`src/rtl/adder_share_ctrl.sv`:
```
// Shared narrow-adder controller: round-robin arbitration between two requesters,
// then a WIDTH-bit add/subtract sequenced over SLICE-bit slices with a registered carry.
module adder_share_ctrl #(
    parameter int WIDTH = 32,
    parameter int SLICE = 8
) (
    input  logic             clk,
    input  logic             rst,
    input  logic             req0_valid,
    output logic             req0_ready,
    input  logic [WIDTH-1:0] req0_a,
    input  logic [WIDTH-1:0] req0_b,
    input  logic             req0_sub,
    input  logic             req1_valid,
    output logic             req1_ready,
    input  logic [WIDTH-1:0] req1_a,
    input  logic [WIDTH-1:0] req1_b,
    input  logic             req1_sub,
    output logic             resp_valid,
    input  logic             resp_ready,
    output logic             resp_id,
    output logic [WIDTH-1:0] resp_sum,
    output logic             resp_cout,
    output logic             resp_ovf
);

    localparam int N  = WIDTH / SLICE;
    localparam int KW = (N > 1) ? $clog2(N) : 1;

    localparam logic [1:0] IDLE = 2'd0;
    localparam logic [1:0] BUSY = 2'd1;
    localparam logic [1:0] DONE = 2'd2;

    logic [1:0]       state;
    logic             last_grant;
    logic             carry;
    logic [KW-1:0]    k;
    logic [WIDTH-1:0] a_reg;
    logic [WIDTH-1:0] b_reg;

    logic             grant1;
    logic             handshake;
    logic [SLICE-1:0] a_slice;
    logic [SLICE-1:0] b_slice;
    logic [SLICE-1:0] s_slice;
    logic             c_slice;
    logic [WIDTH-1:0] sum_next;
    logic             last_slice;

    // Port 1 wins when it is alone, or on a tie when port 0 was served last.
    always_comb begin
        grant1     = req1_valid && (!req0_valid || !last_grant);
        req0_ready = !rst && (state == IDLE) && req0_valid && !grant1;
        req1_ready = !rst && (state == IDLE) && grant1;
        handshake  = req0_ready || req1_ready;
        resp_valid = (state == DONE);
        last_slice = (k == KW'(N - 1));
    end

    always_comb begin
        a_slice  = '0;
        b_slice  = '0;
        sum_next = resp_sum;
        for (int i = 0; i < N; i++) begin
            if (k == KW'(i)) begin
                a_slice = a_reg[i*SLICE +: SLICE];
                b_slice = b_reg[i*SLICE +: SLICE];
            end
        end
        {c_slice, s_slice} = {1'b0, a_slice} + {1'b0, b_slice} + {{SLICE{1'b0}}, carry};
        for (int i = 0; i < N; i++) begin
            if (k == KW'(i)) begin
                sum_next[i*SLICE +: SLICE] = s_slice;
            end
        end
    end

    // b is stored pre-inverted for subtract so the slice adder only ever adds.
    always_ff @(posedge clk) begin
        if (rst) begin
            state      <= IDLE;
            last_grant <= 1'b1;
            carry      <= 1'b0;
            k          <= '0;
            a_reg      <= '0;
            b_reg      <= '0;
            resp_id    <= 1'b0;
            resp_sum   <= '0;
            resp_cout  <= 1'b0;
            resp_ovf   <= 1'b0;
        end else begin
            case (state)
                IDLE: begin
                    if (handshake) begin
                        if (grant1) begin
                            a_reg <= req1_a;
                            b_reg <= req1_sub ? ~req1_b : req1_b;
                            carry <= req1_sub;
                        end else begin
                            a_reg <= req0_a;
                            b_reg <= req0_sub ? ~req0_b : req0_b;
                            carry <= req0_sub;
                        end
                        resp_id    <= grant1;
                        last_grant <= grant1;
                        k          <= '0;
                        state      <= BUSY;
                    end
                end
                BUSY: begin
                    resp_sum <= sum_next;
                    carry    <= c_slice;
                    if (last_slice) begin
                        resp_cout <= c_slice;
                        resp_ovf  <= (a_reg[WIDTH-1] == b_reg[WIDTH-1]) &&
                                     (s_slice[SLICE-1] != a_reg[WIDTH-1]);
                        state     <= DONE;
                    end else begin
                        k <= k + KW'(1);
                    end
                end
                DONE: begin
                    if (resp_ready) begin
                        state <= IDLE;
                    end
                end
                default: state <= IDLE;
            endcase
        end
    end

endmodule

```
`config.mk`:
```
export PLATFORM = sky130hd
export DESIGN_NAME = adder_share_ctrl
export DESIGN_NICKNAME = d
export VERILOG_FILES = /design/src/rtl/adder_share_ctrl.sv
export SDC_FILE = /design/constraint.sdc
export NUM_CORES = 1
export LEC_CHECK = 0
export CAP_MARGIN = 30
export CORE_MARGIN = 5
export CORE_UTILIZATION = 45
export CTS_BUF_LIST = sky130_fd_sc_hd__clkbuf_2 sky130_fd_sc_hd__clkbuf_4 sky130_fd_sc_hd__clkbuf_8
export CTS_CLUSTER_SIZE = 20
export DETAILED_ROUTE_END_ITERATION = 8
export PLACE_DENSITY = 0.86
export SYNTH_ARGS = -nofsm -noshare
export SYNTH_HDL_FRONTEND = slang
export SYNTH_SLANG_ARGS = --single-unit
```
`constraint.sdc`:
```
create_clock -name clk -period 3.01 [get_ports clk]
set_input_delay 0.301 -clock clk [delete_from_list [all_inputs] [get_ports clk]]
set_output_delay 0.301 -clock clk [all_outputs]
set_load 0.03 [all_outputs]
```
==> reports/qor.csv <==
metric,value,unit
htreeDepth,3,
pre_cts_slack,-0.183,ns
fp.dieArea,15400,µm²
cp-start-kind,register,
maxSlewViolCount,0,
critPathKind,register to register,
startpoint,k[1],
reg2reg_to,resp_ovf,
finalWirelength,16200,µm
timing.hold.worst.class,input pin to register,
fp.dieW,124,µm
timing.reg2reg.worst_path_depth,14,
max_freq,0.327,GHz
outcome,finished with violations,
ys_dominant_reg_cell,sky130_fd_sc_hd__dfxtp_1,
worst_setup_path_endpoint,resp_ovf,
yosys-top-cells-area,"sky130_fd_sc_hd__dfxtp_1, sky130_fd_sc_hd__nand2_1, sky130_fd_sc_hd__a21oi_1",
synthesis.nets,889,
timing.final.crit_period,3.05,ns
slew_headroom,39.2,%
port_buffers,172,
first_global_vias,5418,
cp_data_required_time,3.29,ns
final_hold_slack,0.140,ns
io-pin-count,173,
ys_ff_latch,105,
tritoncts_buffer_count,9,
fin_nets,1054,
vdd_ir_drop_max,268,µV
clock_latency_of_the_later_clocked_register_in_the_worst_skew_pair,0.37,ns
synth-async-reset-ratio,0,%
die_h,124,µm
timing_worst_slew_pin_value,0.912,ns
max_cap_viol_count,0,
total_power,0.00353,W
power_leakage,2.98,nW
setup-tns-final,-0.0478,ns
fill_cells,1038,
synth.yosys.seq_area_share,35.9,%
synth.top_cell.area_share,35.9,%
endpoint_kind,register,
power.density,424,nW/µm²
fin_skew,0.0200,ns
ctsLongestPathBuffers,2,
hold_viol_final,0,
synth.largest_area_cell,sky130_fd_sc_hd__dfxtp_1,
root_driver,sky130_fd_sc_hd__clkbuf_8,
grt_first_pass_wirelength,25600,µm
initial_utilization,46.2,%
layout_worst_path_cycle_share,101,%
reg2reg_setup_slack,-0.04,ns
syn2layout_area_growth,41.9,%
r2r-start,k[1],
netlist-cell-type-count,44,
vias_per_std_cell,5.26,
worst_hold_startpoint,rst,
global_route.usage.total,20.6,%
synth_enable_flop_cells,0,
setup_viol,3,
rsz0062_at_grt,yes,
antenna_cells,0,
tritoncts,built,
critical_path.max_fanout,11,
gpl.final_weighted_congestion,0.909,
post_drt_wl_per_cell,15.0,µm
floorplan.rows,41,
syn_inst,741,
proportion_of_layout_cells_with_a_drive_suffix_above_1,10.8,%
post_synth_instance_area,5860,µm²
clk_pin_slew,0.11,ns
grt_max_degree,105,
worstPathArrival,3.33,ns
cts_sinks,105,
drc,0,
failed_checks,negative setup slack,
syn_avg_cell_area,7.91,µm²
hpwl,12100,µm
finalWorstSetupSlack,-0.0444,ns
grt_remaining_overflow,0,
cts.hold.buffers_added,0,
core,12700,µm²
via_count,5692,
drt_pass1_iterations,4,
ys_warns,0,
route.antenna.remaining_nets,0,
grt_antenna_before_repair,0,
final_core_density,65.6,%
drtIter0Drc,347,
==> kinds of logic (layout without fill, tap and decap cells) <==
group | after synthesis | in the layout | synth area share, %
AND/OR/NAND/NOR | 246 | 246 | 18.3
AO/OA/AOI/OAI | 211 | 211 | 22.8
flip-flops | 105 | 105 | 35.9
buffers and inverters | 67 | 237 | 4.42
XOR/XNOR | 65 | 65 | 9.72
multiplexers | 34 | 34 | 5.81
adder cells (fa/ha/maj) | 13 | 13 | 3.03
==> cells in the mapped netlist (2+ instances only) <==
cell type	number
sky130_fd_sc_hd__a211o_1	2
sky130_fd_sc_hd__a211oi_1	40
sky130_fd_sc_hd__a21o_1	3
sky130_fd_sc_hd__a21oi_1	96
sky130_fd_sc_hd__and2_1	5
sky130_fd_sc_hd__buf_1	5
sky130_fd_sc_hd__buf_2	6
sky130_fd_sc_hd__clkbuf_1	52
sky130_fd_sc_hd__dfxtp_1	105
sky130_fd_sc_hd__fa_1	2
sky130_fd_sc_hd__ha_1	11
sky130_fd_sc_hd__inv_1	4
sky130_fd_sc_hd__mux2i_1	34
sky130_fd_sc_hd__nand2_1	140
sky130_fd_sc_hd__nand2b_1	5
sky130_fd_sc_hd__nand3_1	4
sky130_fd_sc_hd__nand3b_1	17
sky130_fd_sc_hd__nor2_1	55
sky130_fd_sc_hd__nor2b_1	7
sky130_fd_sc_hd__nor3_1	3
sky130_fd_sc_hd__o211ai_1	34
sky130_fd_sc_hd__o21a_1	5
sky130_fd_sc_hd__o21ai_0	15
sky130_fd_sc_hd__o311ai_0	4
sky130_fd_sc_hd__or3_2	4
sky130_fd_sc_hd__or4_1	2
sky130_fd_sc_hd__xnor2_1	33
sky130_fd_sc_hd__xor2_1	32
==> worst max-delay path: stages (launching register included) <==
cell and delay (ns):
sky130_fd_sc_hd__dfxtp_2 0.35, sky130_fd_sc_hd__inv_2 0.06, sky130_fd_sc_hd__ha_4 0.20, sky130_fd_sc_hd__buf_6 0.14
sky130_fd_sc_hd__nand2_1 0.08, sky130_fd_sc_hd__a21oi_2 0.06, sky130_fd_sc_hd__a21oi_2 0.13, sky130_fd_sc_hd__nor2_2 0.06
sky130_fd_sc_hd__a21o_1 0.16, sky130_fd_sc_hd__ha_1 0.29, sky130_fd_sc_hd__nor2b_4 0.13, sky130_fd_sc_hd__o31a_1 0.27
sky130_fd_sc_hd__o311a_4 0.32, sky130_fd_sc_hd__or4_1 0.49, sky130_fd_sc_hd__a311oi_2 0.24
==> stage by stage <==
| step | cell area (µm²) | std cells |
|---|---|---|
| finish | 8310 | 1083 |
| global route | 8310 | 1083 |
| CTS | 8220 | 1081 |
| detailed placement | 7910 | 1061 |
| global placement | 7910 | 1061 |
| floorplan | 5890 | 741 |
==> placed cells by master (no fill, tap or decap), drive strengths merged, types with 3 or more instances in the layout <==
| cell type | Yosys | final |
|---|---|---|
| a211oi | 40 | 40 |
| clkbuf | 52 | 9 |
| a21oi | 96 | 96 |
| inv | 4 | 8 |
| nor2b | 7 | 7 |
| nand3 | 4 | 4 |
| mux2i | 34 | 34 |
| xor2 | 32 | 32 |
| a21o | 3 | 3 |
| and2 | 5 | 5 |
| buf | 11 | 48 |
| nand2b | 5 | 5 |
| nor3 | 3 | 3 |
| ha | 11 | 11 |
| o211ai | 34 | 34 |
| or3 | 5 | 5 |
| nor2 | 55 | 55 |
| xnor2 | 33 | 33 |
| clkdlybuf4s50 | 0 | 169 |
| o21a | 5 | 5 |
| o21ai | 16 | 16 |
| o311ai | 4 | 4 |
| nand2 | 140 | 140 |
| nand3b | 17 | 17 |
| dfxtp | 105 | 105 |
==> timing repair <==
| item | in CTS | in global routing |
|---|---|---|
| endpoints found under the setup margin | 15 | 19 |
| setup buffers | 4 | 1 |
| pin swaps | 4 | 1 |
| gates resized for setup | 15 | 19 |
==> metal layers <==
metal,up-vias,global-route usage [%],part of all wire [%]
met1,2608,25.3,40
met2,169,36.6,50
met5,-,0,0
met4,0,5.27,1.5
met3,19,4.13,7.7
li1,2896,-,-
==> layout make-up <==
class / instances / area, µm² / area share (%)
clock inverter: 7 / 109 / 1.31
clock buffer: 9 / 124 / 1.49
inverter: 4 / 15.0 / 0.181
tap: 172 / 215 / 2.59
timing repair buffer: 217 / 2130 / 25.6
sequential: 105 / 2110 / 25.3
multi-input combinational: 569 / 3610 / 43.5
==> worst min path at each step <==
stage / slack [ns] / end / cells after the start
floorplan: 0.44 / b_reg[0] / 2
global route: 0.12 / a_reg[2] / 2
CTS: 0.13 / a_reg[2] / 2
global placement: 0.44 / resp_sum[12] / 2
finish: 0.14 / a_reg[2] / 2
detailed placement: 0.45 / resp_sum[4] / 2
==> where the power goes <==
part / switching (W) / leakage, nW / internal [W]
registers: 0.0000586 / 0.860 / 0.00148
clock network: 0.000507 / 0.118 / 0.000488
logic: 0.000480 / 2.00 / 0.000513
total: 0.00104 / 2.98 / 0.00248
Note: power is estimated with default switching activity, not from simulation.
